$ cat config.mk
export PLATFORM = sky130hd
export DESIGN_NAME = load_id_buffer_flat
export DESIGN_NICKNAME = d
export VERILOG_FILES = /design/src/rtl/load_id_buffer_if.sv /design/src/rtl/load_id_buffer.sv /design/src/flat_wrapper.sv
export SDC_FILE = /design/constraint.sdc
export NUM_CORES = 1
export LEC_CHECK = 0
export BUFFER_PORTS_ARGS = -buffer_cell sky130_fd_sc_hd__buf_2
export CAP_MARGIN = 20
export CORE_ASPECT_RATIO = 0.7
export CORE_MARGIN = 5
export CORE_UTILIZATION = 35
export CTS_CLUSTER_SIZE = 14
export DETAILED_ROUTE_END_ITERATION = 7
export GPL_TIMING_DRIVEN = 0
export PLACE_DENSITY = 0.55
export SETUP_SLACK_MARGIN = 0.02
export SKIP_LAST_GASP = 1
export SYNTH_ARGS = -nofsm -noshare
export SYNTH_HDL_FRONTEND = slang
export SYNTH_SLANG_ARGS = --single-unit
$ cat constraint.sdc
create_clock -name clk_i -period 3.1 [get_ports clk_i]
set_input_delay 0.31 -clock clk_i [delete_from_list [all_inputs] [get_ports clk_i]]
set_output_delay 0.31 -clock clk_i [all_outputs]
set_load 0.02 [all_outputs]
$ cat src/rtl/load_id_buffer_if.sv
// Bundle of allocation, response, flush and writeback signals for the
// load ID buffer. The slave modport is the buffer; the master modport is
// the load unit / dcache side that drives it.
interface load_id_buffer_if #(
   parameter int NR_ENTRIES     = 8,
   parameter int ID_WIDTH       = 3,
   parameter int TRANS_ID_WIDTH = 3
) ();
   logic                      alloc_valid_i;
   logic                      alloc_ready_o;
   logic [TRANS_ID_WIDTH-1:0] alloc_trans_id_i;
   logic [2:0]                alloc_offset_i;
   logic [1:0]                alloc_size_i;
   logic                      alloc_signed_i;
   logic [ID_WIDTH-1:0]       alloc_id_o;

   logic                      rsp_valid_i;
   logic [ID_WIDTH-1:0]       rsp_id_i;
   logic [63:0]               rsp_data_i;

   logic                      flush_i;

   logic                      wb_valid_o;
   logic [TRANS_ID_WIDTH-1:0] wb_trans_id_o;
   logic [63:0]               wb_data_o;

   logic                      rsp_err_o;
   logic [ID_WIDTH:0]         count_o;
   logic                      empty_o;

   modport slave (
      input  alloc_valid_i, alloc_trans_id_i, alloc_offset_i, alloc_size_i,
             alloc_signed_i, rsp_valid_i, rsp_id_i, rsp_data_i, flush_i,
      output alloc_ready_o, alloc_id_o, wb_valid_o, wb_trans_id_o, wb_data_o,
             rsp_err_o, count_o, empty_o
   );

   modport master (
      output alloc_valid_i, alloc_trans_id_i, alloc_offset_i, alloc_size_i,
             alloc_signed_i, rsp_valid_i, rsp_id_i, rsp_data_i, flush_i,
      input  alloc_ready_o, alloc_id_o, wb_valid_o, wb_trans_id_o, wb_data_o,
             rsp_err_o, count_o, empty_o
   );
endinterface

$ cat src/rtl/load_id_buffer.sv
// Load ID buffer: hands out dcache request IDs for outstanding loads, keeps
// per-slot load metadata, and turns out-of-order dword responses into
// aligned, extended writeback data. Flushed loads stay resident until their
// response drains them, so an ID is never reused while the dcache owns it.
module load_id_buffer #(
   parameter int NR_ENTRIES     = 8,
   parameter int ID_WIDTH       = 3,
   parameter int TRANS_ID_WIDTH = 3
) (
   input  logic clk_i,
   input  logic rst_i,
   load_id_buffer_if.slave bus
);

   logic [NR_ENTRIES-1:0]     occ_q, kill_q;
   logic [NR_ENTRIES-1:0]     occ_n, kill_n;
   logic [TRANS_ID_WIDTH-1:0] tid_q  [NR_ENTRIES];
   logic [2:0]                off_q  [NR_ENTRIES];
   logic [1:0]                size_q [NR_ENTRIES];
   logic [NR_ENTRIES-1:0]     sgn_q;

   logic                      wb_valid_q, rsp_err_q;
   logic [TRANS_ID_WIDTH-1:0] wb_tid_q;
   logic [63:0]               wb_data_q;
   logic [ID_WIDTH:0]         count_q;

   logic [ID_WIDTH-1:0]       alloc_id;
   logic                      alloc_ready, do_alloc, rsp_hit, rsp_live;
   logic [2:0]                shift_bytes;
   logic [63:0]               shifted, extracted;

   // Lowest-index free slot, from registered state only.
   always_comb begin
      alloc_id = '0;
      for (int i = NR_ENTRIES - 1; i >= 0; i--) begin
         if (!occ_q[i]) alloc_id = ID_WIDTH'(i);
      end
   end

   assign alloc_ready = ~&occ_q;
   assign do_alloc    = bus.alloc_valid_i & alloc_ready;
   assign rsp_hit     = bus.rsp_valid_i & occ_q[bus.rsp_id_i];
   assign rsp_live    = rsp_hit & ~kill_q[bus.rsp_id_i] & ~bus.flush_i;

   // Align the addressed bytes to bit 0, then truncate and extend by size.
   always_comb begin
      shift_bytes = (size_q[bus.rsp_id_i] == 2'd3) ? 3'd0 : off_q[bus.rsp_id_i];
      shifted     = bus.rsp_data_i >> {shift_bytes, 3'b000};
      extracted   = shifted;
      case (size_q[bus.rsp_id_i])
         2'd0: extracted = {{56{sgn_q[bus.rsp_id_i] & shifted[7]}},  shifted[7:0]};
         2'd1: extracted = {{48{sgn_q[bus.rsp_id_i] & shifted[15]}}, shifted[15:0]};
         2'd2: extracted = {{32{sgn_q[bus.rsp_id_i] & shifted[31]}}, shifted[31:0]};
         default: extracted = shifted;
      endcase
   end

   // Next occupancy/kill masks: flush kills pre-cycle residents, a response
   // frees its slot, and the allocation lands on a slot that was free before.
   always_comb begin
      occ_n  = occ_q;
      kill_n = kill_q;
      if (bus.flush_i) kill_n = kill_q | occ_q;
      if (rsp_hit) begin
         occ_n[bus.rsp_id_i]  = 1'b0;
         kill_n[bus.rsp_id_i] = 1'b0;
      end
      if (do_alloc) begin
         occ_n[alloc_id]  = 1'b1;
         kill_n[alloc_id] = 1'b0;
      end
   end

   // Slot state, metadata capture, writeback and status registers.
   always_ff @(posedge clk_i) begin
      if (rst_i) begin
         occ_q      <= '0;
         kill_q     <= '0;
         sgn_q      <= '0;
         wb_valid_q <= 1'b0;
         rsp_err_q  <= 1'b0;
         wb_tid_q   <= '0;
         wb_data_q  <= '0;
         count_q    <= '0;
         for (int i = 0; i < NR_ENTRIES; i++) begin
            tid_q[i]  <= '0;
            off_q[i]  <= '0;
            size_q[i] <= '0;
         end
      end else begin
         occ_q      <= occ_n;
         kill_q     <= kill_n;
         wb_valid_q <= rsp_live;
         rsp_err_q  <= bus.rsp_valid_i & ~occ_q[bus.rsp_id_i];
         if (rsp_live) begin
            wb_tid_q  <= tid_q[bus.rsp_id_i];
            wb_data_q <= extracted;
         end
         if (do_alloc) begin
            tid_q[alloc_id]  <= bus.alloc_trans_id_i;
            off_q[alloc_id]  <= bus.alloc_offset_i;
            size_q[alloc_id] <= bus.alloc_size_i;
            sgn_q[alloc_id]  <= bus.alloc_signed_i;
         end
         count_q <= count_q + {{ID_WIDTH{1'b0}}, do_alloc}
                            - {{ID_WIDTH{1'b0}}, rsp_hit};
      end
   end

   assign bus.alloc_ready_o = alloc_ready;
   assign bus.alloc_id_o    = alloc_id;
   assign bus.wb_valid_o    = wb_valid_q;
   assign bus.wb_trans_id_o = wb_tid_q;
   assign bus.wb_data_o     = wb_data_q;
   assign bus.rsp_err_o     = rsp_err_q;
   assign bus.count_o       = count_q;
   assign bus.empty_o       = (count_q == '0);

endmodule
$ cat src/flat_wrapper.sv
// flat-port wrapper written by rule: the top's interface ports become plain ports
module load_id_buffer_flat 
#(
   parameter int NR_ENTRIES     = 8,
   parameter int ID_WIDTH       = 3,
   parameter int TRANS_ID_WIDTH = 3
)
  (clk_i, rst_i, bus_alloc_valid_i, bus_alloc_trans_id_i, bus_alloc_offset_i, bus_alloc_size_i, bus_alloc_signed_i, bus_rsp_valid_i, bus_rsp_id_i, bus_rsp_data_i, bus_flush_i, bus_alloc_ready_o, bus_alloc_id_o, bus_wb_valid_o, bus_wb_trans_id_o, bus_wb_data_o, bus_rsp_err_o, bus_count_o, bus_empty_o);
  load_id_buffer_if #(.NR_ENTRIES(NR_ENTRIES), .ID_WIDTH(ID_WIDTH), .TRANS_ID_WIDTH(TRANS_ID_WIDTH)) bus_i ();
  input  logic clk_i;
  input  logic rst_i;
  input wire logic [$bits(bus_i.alloc_valid_i)-1:0] bus_alloc_valid_i;
  input wire logic [$bits(bus_i.alloc_trans_id_i)-1:0] bus_alloc_trans_id_i;
  input wire logic [$bits(bus_i.alloc_offset_i)-1:0] bus_alloc_offset_i;
  input wire logic [$bits(bus_i.alloc_size_i)-1:0] bus_alloc_size_i;
  input wire logic [$bits(bus_i.alloc_signed_i)-1:0] bus_alloc_signed_i;
  input wire logic [$bits(bus_i.rsp_valid_i)-1:0] bus_rsp_valid_i;
  input wire logic [$bits(bus_i.rsp_id_i)-1:0] bus_rsp_id_i;
  input wire logic [$bits(bus_i.rsp_data_i)-1:0] bus_rsp_data_i;
  input wire logic [$bits(bus_i.flush_i)-1:0] bus_flush_i;
  output wire logic [$bits(bus_i.alloc_ready_o)-1:0] bus_alloc_ready_o;
  output wire logic [$bits(bus_i.alloc_id_o)-1:0] bus_alloc_id_o;
  output wire logic [$bits(bus_i.wb_valid_o)-1:0] bus_wb_valid_o;
  output wire logic [$bits(bus_i.wb_trans_id_o)-1:0] bus_wb_trans_id_o;
  output wire logic [$bits(bus_i.wb_data_o)-1:0] bus_wb_data_o;
  output wire logic [$bits(bus_i.rsp_err_o)-1:0] bus_rsp_err_o;
  output wire logic [$bits(bus_i.count_o)-1:0] bus_count_o;
  output wire logic [$bits(bus_i.empty_o)-1:0] bus_empty_o;
  assign bus_i.alloc_valid_i = bus_alloc_valid_i;
  assign bus_i.alloc_trans_id_i = bus_alloc_trans_id_i;
  assign bus_i.alloc_offset_i = bus_alloc_offset_i;
  assign bus_i.alloc_size_i = bus_alloc_size_i;
  assign bus_i.alloc_signed_i = bus_alloc_signed_i;
  assign bus_i.rsp_valid_i = bus_rsp_valid_i;
  assign bus_i.rsp_id_i = bus_rsp_id_i;
  assign bus_i.rsp_data_i = bus_rsp_data_i;
  assign bus_i.flush_i = bus_flush_i;
  assign bus_alloc_ready_o = bus_i.alloc_ready_o;
  assign bus_alloc_id_o = bus_i.alloc_id_o;
  assign bus_wb_valid_o = bus_i.wb_valid_o;
  assign bus_wb_trans_id_o = bus_i.wb_trans_id_o;
  assign bus_wb_data_o = bus_i.wb_data_o;
  assign bus_rsp_err_o = bus_i.rsp_err_o;
  assign bus_count_o = bus_i.count_o;
  assign bus_empty_o = bus_i.empty_o;
  load_id_buffer #(.NR_ENTRIES(NR_ENTRIES), .ID_WIDTH(ID_WIDTH), .TRANS_ID_WIDTH(TRANS_ID_WIDTH)) u_core (.clk_i(clk_i), .rst_i(rst_i), .bus(bus_i));
endmodule
# == After elaboration in Yosys (flattened, before gate mapping) ==
# Memories as Yosys holds them, arrays and structs flattened. A register that Yosys moved wholly into a read port is not among the register bits.
# Index checks and enable logic that the tools add are counted.
# totals
ff_bits,94
ram_bits,64
inputBits,81
out_inout_bits,78
elab_cells,87
memories,3
# classes
add_sub_neg,2
n_lt_le_gt_ge,4
n_eq_ne,3
shifts,1
mux,40
bitwise_logic,18
reduce_logical,9
# mem_list
name,words,width,read_ports,rd_clocked_by_memory_dff,wr,line_no,source
u_core.off_q,8,3,1,0,8,load_id_buffer.sv:18,logic [2:0] off_q [NR_ENTRIES];
u_core.tid_q,8,3,1,1,8,load_id_buffer.sv:17,logic [TRANS_ID_WIDTH-1:0] tid_q [NR_ENTRIES];
u_core.size_q,8,2,1,0,8,load_id_buffer.sv:19,logic [1:0] size_q [NR_ENTRIES];
# op_table
cell,count
64-bit case mux with 3 select lines,1
64-bit by 6-bit >> shifter with 64-bit output,1
3-bit two-way mux,14
8-bit two-way mux,5
8-bit AND,3
8-bit inverter,2
8-bit OR,2
1-bit two-way mux,13
1-bit binary-select mux with 3-bit select,3
1-bit AND,8
8-bit bitwise mux,1
"3-bit by 4-bit < comparator with 1-bit output, second input constant",2
8-bit AND reduction,1
1-bit demux with 3-bit select,2
"3-bit by 1-bit greater-or-equal comparator with 1-bit output, second input constant",2
3-bit OR reduction,2
4-bit by 1-bit adder with 4-bit output,1
"2-bit == test, second input constant",2
4-bit logical NOT,1
4-bit by 1-bit subtractor with 4-bit output,1
1-bit inverter,3
"2-bit by 1-bit == test with 1-bit output, second input constant",1
1-bit logical AND,2
2-bit logical NOT,1
other kinds (3),3

# == Longest topological paths before layout ==
# depth
depth_word,15
depth_mapped,15
ltp_nobuf,12

# == Worst setup path before layout ==
# No wires, ideal clock.
# synth_path
kind,input-to-reg
start,input port bus_rsp_id_i[2]
end,register u_core.count_q[2] (netlist: u_core.bus.count_o[2])
setup_time_ns,0.128
arrival_time_ns,2.698
required_ns,2.972
slack_ns,0.274
stages,15
path_buffers,4
path_cell_list,buf_2 > buf_2 > buf_2 > nand3_1 > o211a_1 > o21ai_0 > and2_1 > clkbuf_1 > ha_1 > inv_1 > ha_1 > inv_1 > fa_1 > xor2_1 > nor2_1
# synth_between
elab_chain_cells,4
# synth_lines
item,line_no,source
from (decl),flat_wrapper.sv:18,input wire logic [$bits(bus_i.rsp_id_i)-1:0] bus_rsp_id_i;
1-bit binary-select mux with 3-bit select,load_id_buffer.sv:42,assign rsp_hit = bus.rsp_valid_i & occ_q[bus.rsp_id_i];
1-bit two-way mux (implied by the code),load_id_buffer.sv:42,
1-bit AND,load_id_buffer.sv:42,
4-bit by 1-bit subtractor with 4-bit output,load_id_buffer.sv:106,"- {{ID_WIDTH{1'b0}}, rsp_hit};"
to (signal assigned),load_id_buffer.sv:105,"count_q <= count_q + {{ID_WIDTH{1'b0}}, do_alloc}"
to (decl),load_id_buffer.sv:25,logic [ID_WIDTH:0] count_q;
# No other way between the ends. The select of a mux whose other input is x is not followed.
# A chain may end at the register's enable or synchronous reset.

# == Final worst setup path ==
# layout_path
start,memory u_core.size_q[4][0]
end,register u_core.wb_data_q[9] (netlist: u_core.bus.wb_data_o[9])
# layout_between
elab_chain_cells,6
elab_cells_between_ends,9
classes_between,3 x eq/ne; 1 x shift; 2 x mux; 1 x bitwise; 1 x reduce/logical; 1 x memory
# layout_lines
item,line_no,source
from (decl),load_id_buffer.sv:19,
memory 8 x 2 bit *,--,
2-bit == test,load_id_buffer.sv:47,shift_bytes = (size_q[bus.rsp_id_i] == 2'd3) ? 3'd0 : off_q[bus.rsp_id_i];
3-bit two-way mux,load_id_buffer.sv:47,
64-bit by 6-bit >> shifter with 64-bit output,load_id_buffer.sv:48,"shifted = bus.rsp_data_i >> {shift_bytes, 3'b000};"
1-bit AND,load_id_buffer.sv:51,"2'd0: extracted = {{56{sgn_q[bus.rsp_id_i] & shifted[7]}}, shifted[7:0]};"
64-bit case mux with 3 select lines *,load_id_buffer.sv:50,case (size_q[bus.rsp_id_i])
to (signal assigned),load_id_buffer.sv:97,wb_data_q <= extracted;
to (decl),load_id_buffer.sv:24,logic [63:0] wb_data_q;
# Every way passes the cells marked *; elsewhere a longest branch is shown, timed or not.

==> qor.json <==
{
  "synth_cells": {"value": 950},
  "clkTransAtPathRegs": {"value": 0.08, "unit": "ns"},
  "crit_chain": {"value": "mux4_2, mux2_4, a211oi_4, buf_4, buf_4, nand2_1, o211a_1, a21oi_1, o211ai_1, a21oi_1"},
  "n_antenna_cell": {"value": 0},
  "detailedPlace.worstSlack": {"value": -0.726, "unit": "ns"},
  "num_io_pins": {"value": 159},
  "period_share": {"value": 0.969},
  "fin_nets": {"value": 1214},
  "drt_iter0_markers": {"value": 893},
  "yosys.area_share.xor_xnor": {"value": 0.00202},
  "design.die.area": {"value": 28100, "unit": "um2"},
  "core_area": {"value": 24500, "unit": "um2"},
  "cts_max_path_buffers": {"value": 2},
  "worst_ep_arrival_time": {"value": 3.39, "unit": "ns"},
  "post_dp_cell_area": {"value": 9920, "unit": "um2"},
  "grt_start_max_net_pins": {"value": 19},
  "drt_first_pass_iters": {"value": 5},
  "seq_area_frac_synth": {"value": 0.445},
  "setup.worst_path.class": {"value": "reg2reg"},
  "floorplan.initialDensity": {"value": 0.354},
  "htree_levels": {"value": 4},
  "critical_path.top_delay_family": {"value": "compound AO/OA/AOI/OAI gates"},
  "die_h": {"value": 142, "unit": "um"},
  "timing.critical_path.from_type": {"value": "flip-flop"},
  "synthAdderAreaFrac": {"value": 0.00952},
  "share_of_cell_area_taken_by_muxes_after_synthesis": {"value": 0.0891},
  "vias_per_cell": {"value": 5.76},
  "synthTopCellsByArea": {"value": "sky130_fd_sc_hd__dfxtp_1, sky130_fd_sc_hd__edfxtp_1, sky130_fd_sc_hd__nand2_1, sky130_fd_sc_hd__o21ai_0, sky130_fd_sc_hd__and2_1"},
  "crit_path_top_delay_cell": {"value": "sky130_fd_sc_hd__mux4_2"},
  "final_area": {"value": 10700, "unit": "um2"},
  "cts-buffers-inserted": {"value": 17},
  "worstMarginPinSlew": {"value": 1.11, "unit": "ns"},
  "syn_nets": {"value": 1037},
  "synth.yosys.warnings": {"value": 0},
  "total_switching_power": {"value": 0.00197, "unit": "W"},
  "fraction_of_final_layout_cells_sized_beyond_drive_strength_1": {"value": 0.264},
  "setup_repair_after_global_routing_missed_its_margin": {"value": "false"},
  "synth_top_cell_by_area": {"value": "sky130_fd_sc_hd__dfxtp_1"},
  "sw_frac_of_total": {"value": 0.330},
  "worstPathMaxFanout": {"value": 11},
  "p_int": {"value": 0.00400, "unit": "W"},
  "grt_util_all_layers": {"value": 0.236},
  "synth_edf_count": {"value": 64},
  "cp-end-kind": {"value": "flip-flop"},
  "status": {"value": "completed"},
  "p_per_area": {"value": 561, "unit": "nW/um2"},
  "fin_skew": {"value": 0.0153, "unit": "ns"},
  "first_global_vias": {"value": 8009},
  "max_slew_margin": {"value": 0.254},
  "synth_top_flop_cell": {"value": "sky130_fd_sc_hd__dfxtp_1"},
  "io_buffer_count": {"value": 152},
  "routed-via-count": {"value": 8445},
  "antenna_violations_before_repair": {"value": 2},
  "final_antenna_net_count": {"value": 0},
  "worst_skew_pair.late_latency": {"value": 0.45, "unit": "ns"},
  "finalMaxSlewViolations": {"value": 0},
  "fill_cells": {"value": 2463},
  "postSynth.asyncResetShare": {"value": 0},
  "cp_slowest_stage_delay": {"value": 0.52, "unit": "ns"},
  "place.detailed.hpwl": {"value": 25500, "unit": "um"},
  "cts_tree": {"value": "built"},
  "hold_class": {"value": "in2reg"},
  "wl_per_cell": {"value": 23.1, "unit": "um"},
  "hold_viol_final": {"value": 0},
  "yosys_register_bits": {"value": 161},
  "grt_pass1_wl": {"value": 50100, "unit": "um"},
  "synthDominantCellAreaShare": {"value": 0.224},
  "clock_root_buffer_master": {"value": "sky130_fd_sc_hd__clkbuf_16"},
  "drt_drc_violations_left": {"value": 0},
  "fin_crit": {"value": 3.00, "unit": "ns"},
  "worstPathRequired": {"value": 3.48, "unit": "ns"},
  "postLayoutSetupSlackWorst": {"value": 0.0974, "unit": "ns"},
  "synth_cell_area": {"value": 8680, "unit": "um2"},
  "cts.sinks": {"value": 161},
  "sequentialPowerShare": {"value": 0.392},
  "synth_area_per_cell": {"value": 9.13, "unit": "um2"},
  "globalplace.congestion": {"value": 0.971},
  "clock.fmax": {"value": 333, "unit": "MHz"},
  "synth_simple_gate_area_share": {"value": 0.187},
  "cellLeakagePower": {"value": 4.37, "unit": "nW"},
  "critical_path_buf_inv_count": {"value": 2},
  "timing.final.setup_violations": {"value": 0},
  "final_core_utilization": {"value": 0.435},
  "area_growth": {"value": 22.7, "unit": "%"},
  "power_frac_clock": {"value": 0.386},
  "postCtsHoldBufs": {"value": 0},
  "drt-total-wl": {"value": 33900, "unit": "um"},
  "gr-total-overflow": {"value": 0},
  "overall_power_of_the_completed_layout": {"value": 0.00597, "unit": "W"},
  "p_comb_frac": {"value": 0.223},
  "vdd_ir_drop_max": {"value": 400, "unit": "uV"},
  "synth_compound_gate_area_share": {"value": 0.219},
  "synth_top_family_by_area": {"value": "compound AO/OA/AOI/OAI gates"},
  "die_width": {"value": 198, "unit": "um"},
  "row_count": {"value": 48},
  "setup_tns_after_final_layout": {"value": 0, "unit": "ns"},
  "synth.distinct_cells": {"value": 66},
  "max_cap_viols": {"value": 0}
}
## synth_stat cells (10+ instances only)
cell type / number
sky130_fd_sc_hd__inv_1: 25
sky130_fd_sc_hd__and3_1: 12
sky130_fd_sc_hd__a22oi_1: 13
sky130_fd_sc_hd__a31oi_2: 10
sky130_fd_sc_hd__a21oi_2: 10
sky130_fd_sc_hd__o211ai_1: 10
sky130_fd_sc_hd__a21oi_1: 42
sky130_fd_sc_hd__mux4_2: 10
sky130_fd_sc_hd__a211oi_1: 11
sky130_fd_sc_hd__nand3_1: 36
sky130_fd_sc_hd__o21ai_0: 92
sky130_fd_sc_hd__nor2_1: 37
sky130_fd_sc_hd__and2_1: 67
sky130_fd_sc_hd__mux2i_1: 36
sky130_fd_sc_hd__clkbuf_1: 42
sky130_fd_sc_hd__mux2_2: 13
sky130_fd_sc_hd__a31oi_1: 35
sky130_fd_sc_hd__dfxtp_1: 97
sky130_fd_sc_hd__nand2_1: 138
sky130_fd_sc_hd__buf_2: 19
sky130_fd_sc_hd__nor3_1: 14
sky130_fd_sc_hd__edfxtp_1: 64
## placed cells by master, fill, tap and decap left out, drive strengths merged, types with 6 or more instances in the layout
master and n:
mux4 10, nor3 14, nor2 38, edfxtp 64
a31oi 45, clkbuf 60, mux2 16, nor2b 7
a211oi 13, a21oi 52, and3 12, a22o 6
o21ai 93, nand3 36, nand2 138, nand4 9
inv 34, a311o 7, o211ai 10, o221ai 6
a22oi 13, and2 68, mux2i 36, buf 189
dfxtp 97
## worst paths after layout
kind | startpoint | endpoint | slack [ns] | cells past startpoint
setup / recovery | u_core.size_q[4][0] | u_core.bus.wb_data_o[9] | 0.1 | 10
hold / removal | bus_rsp_data_i[55] | u_core.bus.wb_data_o[55] | 0.17 | 3
setup reg to reg | u_core.size_q[4][0] | u_core.bus.wb_data_o[9] | 0.1 | 10
hold reg to reg | u_core.sgn_q[3] | u_core.sgn_q[3] | 0.48 | 2
## layout make-up
type,instances,area (um2),share of cell area
Timing Repair Buffer,161,837,0.0786
Sequential cell,161,3860,0.363
Clock inverter,15,209,0.0196
Buffer,71,342,0.0321
Tap cell,325,407,0.0382
Inverter,25,93.8,0.00881
Clock buffer,17,425,0.0399
Multi-Input combinational cell,690,4470,0.420
## registers in the layout, summed over array words and instances, names as in the netlist
register                  cells
u_core.size_q                16
u_core.sgn_q                  8
u_core.bus.wb_valid_o         1
u_core.occ_q                  8
u_core.bus.wb_trans_id_o      3
u_core.bus.count_o            4
u_core.off_q                 24
u_core.tid_q                 24
u_core.kill_q                 8
u_core.bus.wb_data_o         64
u_core.bus.rsp_err_o          1
## metal layers
layer	vias to the layer above	global-route usage	wire length, um
li1	3832	-	-
met1	4128	0.366	16300
met2	451	0.319	13500
met3	32	0.0722	3750
met4	2	0.0500	348
met5	-	0	13
## worst min-delay path: cells and delay by family
family	cells	cell delay, ns
buffers and inverters	1	0.12
AND/OR/NAND/NOR	1	0.06
AO/OA/AOI/OAI	1	0.08
## cells by family after synthesis
| group | after synthesis |
|---|---|
| compound gates | 283 |
| xor+xnor | 2 |
| fa+ha+maj | 6 |
| buf+inv | 99 |
| flops | 161 |
| mux | 62 |
| simple gates | 337 |
## per-stage QoR
stage | std cells | hold slack [ns]
finish | 1465 | 0.167
global route | 1465 | 0.162
CTS | 1468 | 0.153
detailed placement | 1433 | 0.462
global placement | 1427 | 0.458
floorplan | 950 | 0.442
## timing repair
action	CTS	global route
setup endpoints to repair	51	69
pin swaps	1	0
resized for setup	11	23
setup buffers	3	0
## power groups by stage
stage                     registers (W)  logic [W]  clock network [W]
after floorplan                 0.00243   0.000754                  0
after global placement          0.00238    0.00126                  0
after detailed placement        0.00238    0.00127                  0
after CTS                       0.00234    0.00129            0.00233
after global routing            0.00235    0.00142            0.00241
final                           0.00234    0.00133            0.00231
(Power assumes the default switching activity.)
